$ cat config.mk
export PLATFORM = sky130hd
export DESIGN_NAME = multiword_adder_seq_flat
export DESIGN_NICKNAME = d
export VERILOG_FILES = /design/src/rtl/multiword_adder_pkg.sv /design/src/rtl/multiword_adder_seq_if.sv /design/src/rtl/multiword_adder_seq_rca_chunk.sv /design/src/rtl/multiword_adder_seq.sv /design/src/flat_wrapper.sv
export SDC_FILE = /design/constraint.sdc
export NUM_CORES = 1
export LEC_CHECK = 0
export BUFFER_PORTS_ARGS = -buffer_cell sky130_fd_sc_hd__buf_2
export CELL_PAD_IN_SITES_DETAIL_PLACEMENT = 0
export CELL_PAD_IN_SITES_GLOBAL_PLACEMENT = 1
export CORE_MARGIN = 4
export CORE_UTILIZATION = 44
export DETAILED_ROUTE_END_ITERATION = 8
export GPL_TIMING_DRIVEN = 0
export PLACE_DENSITY = 0.87
export SLEW_MARGIN = 10
export SYNTH_ARGS = -nofsm -noshare
export SYNTH_HDL_FRONTEND = slang
export SYNTH_SLANG_ARGS = --single-unit
export TNS_END_PERCENT = 1
$ cat constraint.sdc
create_clock -name clk -period 3.3 [get_ports clk]
set_clock_uncertainty 0.05 [all_clocks]
set_input_delay 0.66 -clock clk [delete_from_list [all_inputs] [get_ports clk]]
set_output_delay 0.66 -clock clk [all_outputs]
set_load 0.01 [all_outputs]
$ cat src/rtl/multiword_adder_pkg.sv
// Shared types and sizing helpers for the chunk-serial wide adder.
// Optional feature macro: MULTIWORD_ADDER_OVF_EN (signed overflow output).
package multiword_adder_pkg;

  typedef enum logic [1:0] {
    IDLE,
    RUN,
    DONE
  } state_e;

  function automatic int nchunk(input int width, input int chunk);
    return width / chunk;
  endfunction

  // Keep the counter at least one bit wide even for a single-chunk build.
  function automatic int cnt_width(input int n);
    return (n > 1) ? $clog2(n) : 1;
  endfunction

endpackage

$ cat src/rtl/multiword_adder_seq_if.sv
// Handshake/data bundle for multiword_adder_seq.
// Optional feature macro: MULTIWORD_ADDER_OVF_EN adds the ovf signal.
interface multiword_adder_seq_if #(
  parameter int WIDTH = 16
);

  logic             in_valid;
  logic             in_ready;
  logic [WIDTH-1:0] a;
  logic [WIDTH-1:0] b;
  logic             cin;
  logic             out_valid;
  logic             out_ready;
  logic [WIDTH-1:0] sum;
  logic             cout;
  logic             busy;
`ifdef MULTIWORD_ADDER_OVF_EN
  logic             ovf;
`endif

  modport slave (
    input  in_valid, a, b, cin, out_ready,
`ifdef MULTIWORD_ADDER_OVF_EN
    output ovf,
`endif
    output in_ready, out_valid, sum, cout, busy
  );

  modport master (
    output in_valid, a, b, cin, out_ready,
`ifdef MULTIWORD_ADDER_OVF_EN
    input  ovf,
`endif
    input  in_ready, out_valid, sum, cout, busy
  );

endinterface

$ cat src/rtl/multiword_adder_seq_rca_chunk.sv
// CHUNK-bit combinational ripple-carry adder built from 1-bit full adders.
// Optional feature macro: MULTIWORD_ADDER_OVF_EN exposes the carry into the MSB.
module rca_chunk #(
  parameter int CHUNK = 4
) (
  input  logic [CHUNK-1:0] a,
  input  logic [CHUNK-1:0] b,
  input  logic             ci,
  output logic [CHUNK-1:0] s,
`ifdef MULTIWORD_ADDER_OVF_EN
  output logic             c_msb,
`endif
  output logic             co
);

  logic [CHUNK:0] c;

  assign c[0] = ci;

  for (genvar i = 0; i < CHUNK; i++) begin : g_fa
    assign s[i]   = a[i] ^ b[i] ^ c[i];
    assign c[i+1] = (a[i] & b[i]) | (c[i] & (a[i] ^ b[i]));
  end

  assign co = c[CHUNK];
`ifdef MULTIWORD_ADDER_OVF_EN
  assign c_msb = c[CHUNK-1];
`endif

endmodule

$ cat src/rtl/multiword_adder_seq.sv
// Wide adder that processes one CHUNK-bit slice per cycle, LSB first, carry registered between slices.
// Optional feature macro: MULTIWORD_ADDER_OVF_EN adds a registered signed-overflow flag.
module multiword_adder_seq
  import multiword_adder_pkg::*;
#(
  parameter int WIDTH = 16,
  parameter int CHUNK = 4
) (
  input  logic                 clk,
  input  logic                 rst_n,
  multiword_adder_seq_if.slave bus
);

  localparam int NCHUNK = nchunk(WIDTH, CHUNK);
  localparam int CW     = cnt_width(NCHUNK);

  if (WIDTH % CHUNK != 0) begin : g_bad_width
    $error("multiword_adder_seq: WIDTH must be a multiple of CHUNK");
  end

  state_e           state_q, state_d;
  logic [WIDTH-1:0] a_q, a_d;
  logic [WIDTH-1:0] b_q, b_d;
  logic [WIDTH-1:0] sum_q, sum_d;
  logic             carry_q, carry_d;
  logic [CW-1:0]    cnt_q, cnt_d;
  logic [CHUNK-1:0] chunk_sum;
  logic             chunk_co;
`ifdef MULTIWORD_ADDER_OVF_EN
  logic             chunk_cmsb;
  logic             ovf_q, ovf_d;
`endif

  rca_chunk #(.CHUNK(CHUNK)) u_rca (
    .a     (a_q[CHUNK-1:0]),
    .b     (b_q[CHUNK-1:0]),
    .ci    (carry_q),
    .s     (chunk_sum),
`ifdef MULTIWORD_ADDER_OVF_EN
    .c_msb (chunk_cmsb),
`endif
    .co    (chunk_co)
  );

  always_ff @(posedge clk or negedge rst_n) begin
    if (!rst_n) begin
      state_q <= IDLE;
      a_q     <= '0;
      b_q     <= '0;
      sum_q   <= '0;
      carry_q <= 1'b0;
      cnt_q   <= '0;
`ifdef MULTIWORD_ADDER_OVF_EN
      ovf_q   <= 1'b0;
`endif
    end else begin
      state_q <= state_d;
      a_q     <= a_d;
      b_q     <= b_d;
      sum_q   <= sum_d;
      carry_q <= carry_d;
      cnt_q   <= cnt_d;
`ifdef MULTIWORD_ADDER_OVF_EN
      ovf_q   <= ovf_d;
`endif
    end
  end

  always_comb begin
    state_d = state_q;
    a_d     = a_q;
    b_d     = b_q;
    sum_d   = sum_q;
    carry_d = carry_q;
    cnt_d   = cnt_q;
`ifdef MULTIWORD_ADDER_OVF_EN
    ovf_d   = ovf_q;
`endif
    unique case (state_q)
      IDLE: begin
        if (bus.in_valid) begin
          a_d     = bus.a;
          b_d     = bus.b;
          carry_d = bus.cin;
          cnt_d   = '0;
          state_d = RUN;
        end
      end
      RUN: begin
        // Slice sums enter at the top so the LSB slice ends up at bit 0 after NCHUNK shifts.
        a_d     = a_q >> CHUNK;
        b_d     = b_q >> CHUNK;
        sum_d   = (sum_q >> CHUNK) | (WIDTH'(chunk_sum) << (WIDTH - CHUNK));
        carry_d = chunk_co;
        cnt_d   = cnt_q + CW'(1);
        if (cnt_q == CW'(NCHUNK - 1)) begin
          state_d = DONE;
`ifdef MULTIWORD_ADDER_OVF_EN
          ovf_d   = chunk_cmsb ^ chunk_co;
`endif
        end
      end
      DONE: begin
        if (bus.out_ready) begin
          state_d = IDLE;
        end
      end
      default: state_d = IDLE;
    endcase
  end

  assign bus.in_ready  = (state_q == IDLE);
  assign bus.out_valid = (state_q == DONE);
  assign bus.busy      = (state_q != IDLE);
  assign bus.sum       = sum_q;
  assign bus.cout      = carry_q;
`ifdef MULTIWORD_ADDER_OVF_EN
  assign bus.ovf       = ovf_q;
`endif

endmodule
$ cat src/flat_wrapper.sv
// flat-port wrapper written by rule: the top's interface ports become plain ports
module multiword_adder_seq_flat import multiword_adder_pkg::*;
#(
  parameter int WIDTH = 16,
  parameter int CHUNK = 4
)
  (clk, rst_n, bus_in_valid, bus_a, bus_b, bus_cin, bus_out_ready, bus_in_ready, bus_out_valid, bus_sum, bus_cout, bus_busy);
  multiword_adder_seq_if #(.WIDTH(WIDTH)) bus_i ();
  input  logic clk;
  input  logic rst_n;
  input wire logic [$bits(bus_i.in_valid)-1:0] bus_in_valid;
  input wire logic [$bits(bus_i.a)-1:0] bus_a;
  input wire logic [$bits(bus_i.b)-1:0] bus_b;
  input wire logic [$bits(bus_i.cin)-1:0] bus_cin;
  input wire logic [$bits(bus_i.out_ready)-1:0] bus_out_ready;
  output wire logic [$bits(bus_i.in_ready)-1:0] bus_in_ready;
  output wire logic [$bits(bus_i.out_valid)-1:0] bus_out_valid;
  output wire logic [$bits(bus_i.sum)-1:0] bus_sum;
  output wire logic [$bits(bus_i.cout)-1:0] bus_cout;
  output wire logic [$bits(bus_i.busy)-1:0] bus_busy;
  assign bus_i.in_valid = bus_in_valid;
  assign bus_i.a = bus_a;
  assign bus_i.b = bus_b;
  assign bus_i.cin = bus_cin;
  assign bus_i.out_ready = bus_out_ready;
  assign bus_in_ready = bus_i.in_ready;
  assign bus_out_valid = bus_i.out_valid;
  assign bus_sum = bus_i.sum;
  assign bus_cout = bus_i.cout;
  assign bus_busy = bus_i.busy;
  multiword_adder_seq #(.WIDTH(WIDTH), .CHUNK(CHUNK)) u_core (.clk(clk), .rst_n(rst_n), .bus(bus_i));
endmodule
==> impl_metrics.json, run 1 <==
{
  "port_buffers": 56,
  "powerDensity_nw_per_um2": 1038,
  "root_buffer": "clkbuf_8",
  "clock_path_buffers": 2,
  "antennaDiodeCount": 0,
  "fin_setup_tns_ns": 0,
  "p_leak_nw": 1.445,
  "synthDistinctLibCells": 32,
  "core_sq_um": 5540,
  "m1WireLength_um": 2783,
  "start_util_pct": 45.53,
  "synth_seq_cells": 53,
  "grt_pass1_wl_um": 10370,
  "path_cells": "fa_1 -> inv_1 -> fa_1 -> inv_1 -> fa_1 -> inv_1 -> fa_1 -> o21ai_0",
  "routedWlPerCell_um": 16.05,
  "worstSetupStartpointType": "flip-flop",
  "path_clk_slew_ns": 0.09,
  "maxSlewViolCount": 0,
  "final_common_cell": "buf_2",
  "ant_nets": 0,
  "worstPathRequired_ns": 3.48,
  "post_cts_buffers": 0,
  "die_h_um": 83.72,
  "io_pins": 57,
  "nets": 355,
  "drt_first_iter_violations": 81,
  "yosysSeqAreaShare_pct": 52.58,
  "grt_max_degree": 54,
  "cts_resized": 0,
  "synthCells": 250,
  "clock-sinks": 53,
  "maxCapViolCount": 0,
  "hold_buffers": 0,
  "synth-main-ff-cell": "dfrtp_1",
  "setup_viol": 0,
  "grt-ovfl-total": 0,
  "row_count": 27,
  "synth_top_area_share_pct": 52.58,
  "drc": 0,
  "timing.fmax_ghz": 0.4447,
  "area_growth_pct": 18.80,
  "wl_met2_um": 3003,
  "relSlewSlack_pct": 55.10,
  "outcome": "completed",
  "cp_common_cell": "fa_1",
  "power_mw": 3.110,
  "postSynthAreaPerCell_sq_um": 10.09,
  "final.period_utilization_pct": 68.14,
  "synth-edff-count": 0,
  "crit_path_top_delay_cell": "dfrtp_1",
  "arrival_ns": 2.42,
  "die_w_um": 83.72,
  "grt_usage_pct": 18.15,
  "gp_congestion": 0.7999,
  "irDropWorstVdd_v": 0.0004060,
  "synthArstFlopShare_pct": 100.0,
  "timing.hold.worst.class": "in -> async",
  "rsz0062_at_grt": "false",
  "period_minus_slack_ns": 2.249,
  "top_layer_used": "met4",
  "synth_nets": 292,
  "antenna_found_initial": 0,
  "drtPass1Iterations": 4,
  "cts_buffers": 5,
  "hold_violations": 0,
  "synth.area.top_cells": "dfrtp_1 (53%), nand2_1 (7.7%), o32ai_1 (6.6%), o22ai_1 (5.2%), buf_6 (3.6%)",
  "grt_pass1_vias": 2145,
  "syn_area_sq_um": 2522,
  "final_cell_mix": "buf_2 (60), dfrtp_1 (53), nand2_1 (52)",
  "drt_wl_total_um": 6195,
  "cts_max_level": 2,
  "die-area_sq_um": 7008,
  "max_stage_delay_ns": 0.43,
  "ys_warn_count": 0,
  "worstMarginPinSlew_ns": 0.6735,
  "whs_ns": 0.3453,
  "dp.final_hpwl_um": 4363,
  "criticalPathCategory": "reg -> reg",
  "num_vias": 2101,
  "final_layout_size_suffix_gt1_share_pct": 30.57,
  "insertion_delay_ns": 0.30,
  "cts_tree": "built",
  "wl_met3_um": 359,
  "vias_per_cell": 5.443,
  "synth_area_leader_cell": "dfrtp_1",
  "crit_path_end_kind": "flip-flop",
  "path_max_fanout": 4
}
path summary, 6_finish.rpt:
path	from	end	slack (ns)	cells past startpoint
max reg2reg	u_core.bus.cout$_DFFE_PN0P_	u_core.bus.sum[15]$_DFFE_PN0P_	1.05	8
max in group asynchronous	rst_n	u_core.b_q[2]$_DFFE_PN0P_	2.42	1
min	rst_n	u_core.bus.sum[3]$_DFFE_PN0P_	0.35	1
min reg2reg	u_core.bus.sum[2]$_DFFE_PN0P_	u_core.bus.sum[2]$_DFFE_PN0P_	0.43	2
min in group clk	u_core.bus.sum[2]$_DFFE_PN0P_	u_core.bus.sum[2]$_DFFE_PN0P_	0.43	2
max	u_core.bus.cout$_DFFE_PN0P_	u_core.bus.sum[15]$_DFFE_PN0P_	1.05	8
worst max-delay path, delay by kind of cell (launching register included):
kind | cells | cell delay [ns]
AOI/OAI and AO/OA | 1 | 0.16
adders and majority gates | 4 | 1.32
buffers and inverters | 3 | 0.20
DFF | 1 | 0.43
where the power goes:
part,total (mW),internal [mW],switching [mW],leakage (nW)
combinational,1.50,0.645,0.858,0.740
sequential,1.21,0.963,0.242,0.650
clock,0.401,0.190,0.211,0.0542
layer usage:
| metal | vias up | global-route usage (%) |
|---|---|---|
| met1 | 1022 | 23.97 |
| met5 | - | 0 |
| met2 | 66 | 30.51 |
| met4 | 0 | 4.386 |
| met3 | 5 | 3.850 |
| li1 | 1008 | - |
state kept, by name, summed over array words and instances, names as in the netlist:
register,cells
u_core.cnt_q,2
u_core.bus.cout,1
u_core.b_q,16
u_core.bus.sum,16
u_core.a_q,16
u_core.state_q,2
through the flow:
step | cell area (sq um) | instances | setup WS [ns] | utilization, %
after global routing | 2997 | 386 | 0.9004 | 54.09
final | 2997 | 386 | 1.051 | 54.09
after CTS | 2994 | 386 | 1.029 | 54.04
after detailed placement | 2893 | 378 | 1.054 | 52.21
after floorplan | 2522 | 250 | 1.126 | -
after global placement | 2893 | 378 | 1.090 | 52.21
cells by family (layout without fill, tap and decap cells):
logic type      count (synthesis)  count (layout)  synth area share (%)
simple gates                   96              96                 17.41
compound gates                 66              66                 18.65
flops                          53              53                 52.58
buf+inv                        30              94                 7.688
fa+ha+maj                       5               5                 3.671
cells in the mapped netlist, types with 2 or more instances:
| cell | instances |
|---|---|
| fa_1 | 4 |
| inv_1 | 9 |
| buf_6 | 8 |
| dfrtp_1 | 53 |
| o22ai_1 | 21 |
| nor3_1 | 10 |
| nor2_1 | 20 |
| nor3_2 | 5 |
| nor2_2 | 2 |
| nand2_1 | 52 |
| o21ai_0 | 17 |
| clkbuf_1 | 3 |
| o32ai_1 | 19 |
| o22ai_2 | 2 |
| buf_4 | 4 |
| buf_2 | 5 |
area by class of cell:
class	count	area, sq um
Sequential cell	53	1326
Multi-Input combinational cell	167	1002
Buffer	20	156.4
Tap cell	72	90.09
Clock buffer	7	96.34
Fill cell	526	2544
Inverter	10	37.54
Timing Repair Buffer	56	282.8
Clock inverter	1	5.005
Note: power is estimated with default switching activity, not from simulation.
==> run 2, diff against run 1 <==
CORE_UTILIZATION = 37   (was 44)
PLACE_DENSITY = 0.78   (was 0.87)
clock period = 2 ns   (was 3.3 ns; I/O delays follow)
==> run 2 against run 1 <==
The flow now finishes with violations (negative setup slack). First-iteration DRC count up 25%. Routed wire length is 2.4% higher. Hold slack lost 0.29 ns. Core utilization shrank 7.7 points. Combinational power grew 70%. Sequential share of layout area decreased by 0.18 points. Register-to-register slack worse by 1.2 ns. Count of clock-buffer cells in the layout grew 1. Global-route usage decreased by 2.1 points. Critical path type unchanged. Largest power group unchanged.
==> impl_metrics.json, run 2 (synthesis gave the netlist of run 1 again) <==
{
  "outcome": "finished with violations",
  "violations": "negative setup slack",
  "die-area_sq_um": 8202,
  "io_pins": 57,
  "final_common_cell": "buf_2",
  "reg2reg_slack_ns": -0.11,
  "seq_power_share_pct": 38.5,
  "hold_violations": 0,
  "max_stage_delay_ns": 0.45,
  "grt_pass1_vias": 2124,
  "die_h_um": 90.57,
  "worstPathRequired_ns": 2.20,
  "vias_per_cell": 5.342,
  "area_growth_pct": 19.39,
  "p_clk_share_pct": 12.2,
  "final_cell_mix": "buf_2 (60), nand2_1 (52), dfrtp_1 (52)",
  "grtUsageMet3_pct": 3.750,
  "ant_nets": 0,
  "timing.fmax_ghz": 0.4738,
  "post-place-cells": 383,
  "maxSlewViolCount": 0,
  "insertion_delay_ns": 0.31,
  "final_layout_size_suffix_gt1_share_pct": 32.70,
  "num_vias": 2094,
  "relSlewSlack_pct": 54.39,
  "antenna_found_initial": 0,
  "r2r_cells": 8,
  "rsz0062_at_grt": "true",
  "antennaDiodeCount": 0,
  "die_w_um": 90.57,
  "dp.final_hpwl_um": 4523,
  "gp_congestion": 0.7911,
  "grt-ovfl-total": 0,
  "start_util_pct": 38.84,
  "row_count": 29,
  "final_area_sq_um": 3012,
  "port_buffers": 56,
  "path_clk_slew_ns": 0.10,
  "clock_path_buffers": 2,
  "drtPass1Iterations": 4,
  "seq_area_sq_um": 1328,
  "finalNonFillerCells": 392,
  "timing.hold.worst.class": "in -> async",
  "path_cells": "fa_2 -> inv_2 -> fa_2 -> inv_2 -> fa_2 -> inv_2 -> fa_1 -> o21ai_2",
  "routedWlPerCell_um": 16.19,
  "cts_buffers": 5,
  "p_leak_nw": 1.435,
  "multi_input_area_sq_um": 1013,
  "fillers": 655,
  "rr_startpoint": "u_core.bus.cout$_DFFE_PN0P_",
  "core_sq_um": 6495,
  "nets": 356,
  "cts_tree": "built",
  "dpl_cell_area_sq_um": 2908,
  "use_met1_pct": 22.28,
  "worstReg2RegEnd": "u_core.bus.sum[15]$_DFFE_PN0P_",
  "p_sw_share_pct": 42.36,
  "grt_pass1_wl_um": 10700,
  "period_minus_slack_ns": 2.111,
  "setup_viol": 2,
  "use_met2_pct": 25.51,
  "switching_power_mw": 2.192,
  "worstSetupEndpoint": "u_core.bus.sum[15]$_DFFE_PN0P_",
  "final.period_utilization_pct": 105.5,
  "worstMarginPinSlew_ns": 0.6842,
  "finalWorstSetupSlack_ns": -0.1105,
  "worstSetupStartpointType": "flip-flop",
  "clock-sinks": 53,
  "powerDensity_nw_per_um2": 1719,
  "criticalPathCategory": "reg -> reg",
  "grt_usage_pct": 16.05,
  "path_max_fanout": 4,
  "drt_first_iter_violations": 101,
  "arrival_ns": 2.31,
  "root_buffer": "clkbuf_8",
  "grt_max_degree": 54,
  "crit_start": "u_core.bus.cout$_DFFE_PN0P_",
  "irDropWorstVdd_v": 0.0005053,
  "drc": 0,
  "grt-busiest-layer": "met2",
  "p_int_mw": 2.983,
  "cts_max_level": 2,
  "crit_path_end_kind": "flip-flop",
  "crit_path_top_delay_cell": "dfrtp_2",
  "drt_wl_total_um": 6346,
  "combPwrFrac_pct": 49.3,
  "maxCapViolCount": 0
}
==> run 2: cell types whose count changed in the layout (fill, tap and decap cells not counted) <==
cell      previous run  this run
clkbuf_8             7         6
clkinv_2             1         0
dfrtp_1             53        52
fa_2                 0         3
fa_1                 4         1
clkbuf_1             3         5
dfrtp_2              0         1
o21ai_2              0         1
buf_4                5         6
o21ai_0             17        16
inv_1                9         6
inv_2                1         4
==> run 2: worst min-delay path by stage <==
stage                                  startpoint                            end  slack [ns]
floorplan                                   rst_n      u_core.a_q[0]$_DFFE_PN0P_        0.05
global placement    u_core.bus.sum[2]$_DFFE_PN0P_  u_core.bus.sum[2]$_DFFE_PN0P_        0.40
detailed placement  u_core.bus.sum[3]$_DFFE_PN0P_  u_core.bus.sum[3]$_DFFE_PN0P_        0.41
CTS                                 bus_out_ready  u_core.state_q[1]$_DFFE_PN0P_        0.20
global route                                rst_n  u_core.bus.sum[7]$_DFFE_PN0P_        0.11
finish                                      rst_n  u_core.bus.sum[7]$_DFFE_PN0P_        0.06
==> run 2: critical path: cells and delay by family (launching register included) <==
kind,cells,cell delay [ns]
buffers and inverters,3,0.16
AOI/OAI and AO/OA,1,0.12
DFF,1,0.45
adders and majority gates,4,1.26
==> run 2: routing by layer <==
metal | vias to the layer above | wire length, um | part of all wire (%)
met3 | 5 | 337 | 5.3
met1 | 1028 | 2936 | 46
met4 | 0 | 34 | 0.54
met2 | 53 | 3038 | 48
met5 | - | 0 | 0
li1 | 1008 | - | -
==> run 2: power by group through the flow <==
stage / clock network [mW] / logic (mW) / registers, mW
after floorplan: 0 / 1.78 / 1.99
after global placement: 0 / 2.48 / 2.00
after detailed placement: 0 / 2.54 / 2.02
after CTS: 0.646 / 2.56 / 1.99
after global routing: 0.695 / 2.92 / 2.05
final: 0.634 / 2.55 / 1.99
==> run 2: repair_timing <==
action	CTS	global route
endpoints found under the setup margin	2	2
pin swaps	1	0
gates cloned	0	0
gates resized for setup	0	2
setup buffers	1	0
hold endpoints to repair	0	0
hold buffers	0	0
==> run 2: per-stage QoR <==
| stage | power [mW] | utilization (%) | setup slack (ns) | TNS, ns | hold slack, ns |
|---|---|---|---|---|---|
| 5_1_grt | 5.670 | 46.37 | -0.1889 | -0.2920 | 0.1148 |
| 3_5_place_dp | 4.562 | 44.77 | -0.1253 | -0.1706 | 0.4079 |
| 6_report | 5.176 | 46.37 | -0.1105 | -0.1266 | 0.05737 |
| 3_3_place_gp | 4.482 | 44.77 | -0.1099 | -0.1417 | 0.4031 |
| 2_1_floorplan | 3.773 | - | -0.04825 | -0.04825 | 0.05441 |
| 4_1_cts | 5.197 | 46.27 | -0.1133 | -0.1399 | 0.1998 |
==> run 2: layout make-up <==
class | instances | share of cell area (%)
plain buffers | 20 | 5.193
clock buffers | 8 | 2.991
inverters | 10 | 1.246
multi-input cells | 167 | 33.65
flip-flops and latches | 53 | 44.08
well taps | 77 | 3.199
repair buffers | 57 | 9.639
==> run 3, diff against run 2 <==
SKIP_CTS_REPAIR_TIMING = 1   (was default)
==> run 3 against run 2 <==
Maximum frequency about the same. Worst setup slack got worse by 0.0020 ns. Hold slack better by 0.0013 ns. First-iteration DRC count increased by 4.0%. Register-to-register slack hardly changed. Sequential cell count unchanged. Cell count stayed put. Routed wire length increased by 0.65%. Critical path depth did not move. The flow still finishes with violations (negative setup slack). Non-clock buffer count is the same. Clock power hardly changed. Via count barely moved. Critical path type unchanged.
==> impl_metrics.json, run 3 (synthesis gave the netlist of run 1 again) <==
{
  "routedWlPerCell_um": 16.29,
  "core_sq_um": 6495,
  "clock-sinks": 53,
  "final_area_sq_um": 3012,
  "antennaDiodeCount": 0,
  "drt_first_iter_violations": 105,
  "crit_path_end_kind": "flip-flop",
  "hold_violations": 0,
  "root_buffer": "clkbuf_8",
  "outcome": "finished with violations",
  "worstMarginPinSlew_ns": 0.6883,
  "finalNonFillerCells": 392,
  "crit_start": "u_core.a_q[0]$_DFFE_PN0P_",
  "reg2reg_slack_ns": -0.11,
  "die_w_um": 90.57,
  "dp.final_hpwl_um": 4523,
  "clock_path_buffers": 2,
  "irDropWorstVdd_v": 0.0005044,
  "powerDensity_nw_per_um2": 1718,
  "worstReg2RegEnd": "u_core.bus.sum[15]$_DFFE_PN0P_",
  "rr_startpoint": "u_core.a_q[0]$_DFFE_PN0P_",
  "worstPathRequired_ns": 2.20,
  "timing.fmax_ghz": 0.4734,
  "arrival_ns": 2.31,
  "grt_max_degree": 54,
  "gp_congestion": 0.7911,
  "m1WireLength_um": 2960,
  "port_buffers": 56,
  "grt_pass1_wl_um": 10700,
  "die-area_sq_um": 8202,
  "die_h_um": 90.57,
  "final_layout_size_suffix_gt1_share_pct": 32.70,
  "final_cell_mix": "buf_2 (60), nand2_1 (52), dfrtp_1 (52)",
  "nets": 356,
  "cts_tree": "built",
  "cts_max_level": 2,
  "final_common_cell": "buf_2",
  "relSlewSlack_pct": 54.11,
  "rsz0062_at_grt": "true",
  "post-place-cells": 383,
  "p_leak_nw": 1.435,
  "path_clk_slew_ns": 0.10,
  "grt-ovfl-total": 0,
  "r2r_cells": 8,
  "insertion_delay_ns": 0.31,
  "maxSlewViolCount": 0,
  "drt_wl_total_um": 6387,
  "seq_power_share_pct": 38.5,
  "criticalPathCategory": "reg -> reg",
  "p_sw_share_pct": 42.36,
  "ant_nets": 0,
  "grt_usage_pct": 16.05,
  "top_layer_used": "met4",
  "p_int_mw": 2.983,
  "combPwrFrac_pct": 49.3,
  "drc": 0,
  "whs_ns": 0.05869,
  "wl_met3_um": 312,
  "area_growth_pct": 19.39,
  "vias_per_cell": 5.337,
  "switching_power_mw": 2.192,
  "dpl_cell_area_sq_um": 2908,
  "num_vias": 2092,
  "p_clk_share_pct": 12.2,
  "row_count": 29,
  "cts_buffers": 5,
  "period_minus_slack_ns": 2.113,
  "worstSetupStartpointType": "flip-flop",
  "drtPass1Iterations": 4,
  "start_util_pct": 38.84,
  "final.period_utilization_pct": 105.6,
  "violations": "negative setup slack",
  "io_pins": 57,
  "wl_met2_um": 3071,
  "timing.hold.worst.class": "in -> async",
  "maxCapViolCount": 0,
  "antenna_found_initial": 0,
  "setup_viol": 2,
  "path_max_fanout": 2,
  "finalWorstSetupSlack_ns": -0.1125,
  "grt_pass1_vias": 2122
}
==> run 3: cell counts in the layout (fill, tap and decap cells not counted) <==
Identical to the previous run, type by type.
==> run 3: per-stage QoR <==
| stage | TNS [ns] | utilization (%) | setup WS [ns] | power, mW |
|---|---|---|---|---|
| after floorplan | -0.04825 | - | -0.04825 | 3.773 |
| after detailed placement | -0.1706 | 44.77 | -0.1253 | 4.562 |
| after global routing | -0.2920 | 46.37 | -0.1889 | 5.670 |
| final | -0.1270 | 46.37 | -0.1125 | 5.175 |
| after global placement | -0.1417 | 44.77 | -0.1099 | 4.482 |
| after CTS | -0.1980 | 46.16 | -0.1393 | 5.184 |
==> run 3: power groups by stage <==
stage          Combinational, mW  Clock (mW)  Sequential (mW)
3_5_place_dp                2.54           0             2.02
4_1_cts                     2.54       0.646             1.99
2_1_floorplan               1.78           0             1.99
6_report                    2.55       0.632             1.99
3_3_place_gp                2.48           0             2.00
5_1_grt                     2.92       0.695             2.05
==> run 3: worst max-delay path by stage <==
stage / endpoint / slack (ns) / depth (start not counted)
after floorplan: u_core.bus.sum[15]$_DFFE_PN0P_ / -0.05 / 8
after global placement: u_core.bus.sum[15]$_DFFE_PN0P_ / -0.11 / 8
after detailed placement: u_core.bus.sum[15]$_DFFE_PN0P_ / -0.13 / 8
after CTS: u_core.bus.sum[15]$_DFFE_PN0P_ / -0.14 / 8
after global routing: u_core.bus.sum[15]$_DFFE_PN0P_ / -0.19 / 8
final: u_core.bus.sum[15]$_DFFE_PN0P_ / -0.11 / 8
==> run 3: area by class of cell <==
type	instances	area, sq um
timing repair buffer	57	290.3
fill	653	3483
multi-input combinational	167	1013
sequential	53	1328
tap	77	96.34
buffer	20	156.4
inverter	10	37.54
clock buffer	8	90.09
==> run 3: routing by layer <==
metal	global-route usage, %	vias up
met3	3.750	6
met5	0	-
met4	3.571	0
met2	25.51	59
li1	-	1005
met1	22.28	1022
==> run 3: worst max-delay path: stages (launching register included) <==
cell	delay (ns)
dfrtp_1	0.41
fa_2	0.39
inv_2	0.06
fa_2	0.18
inv_2	0.04
fa_2	0.32
inv_2	0.06
fa_1	0.42
o21ai_2	0.12
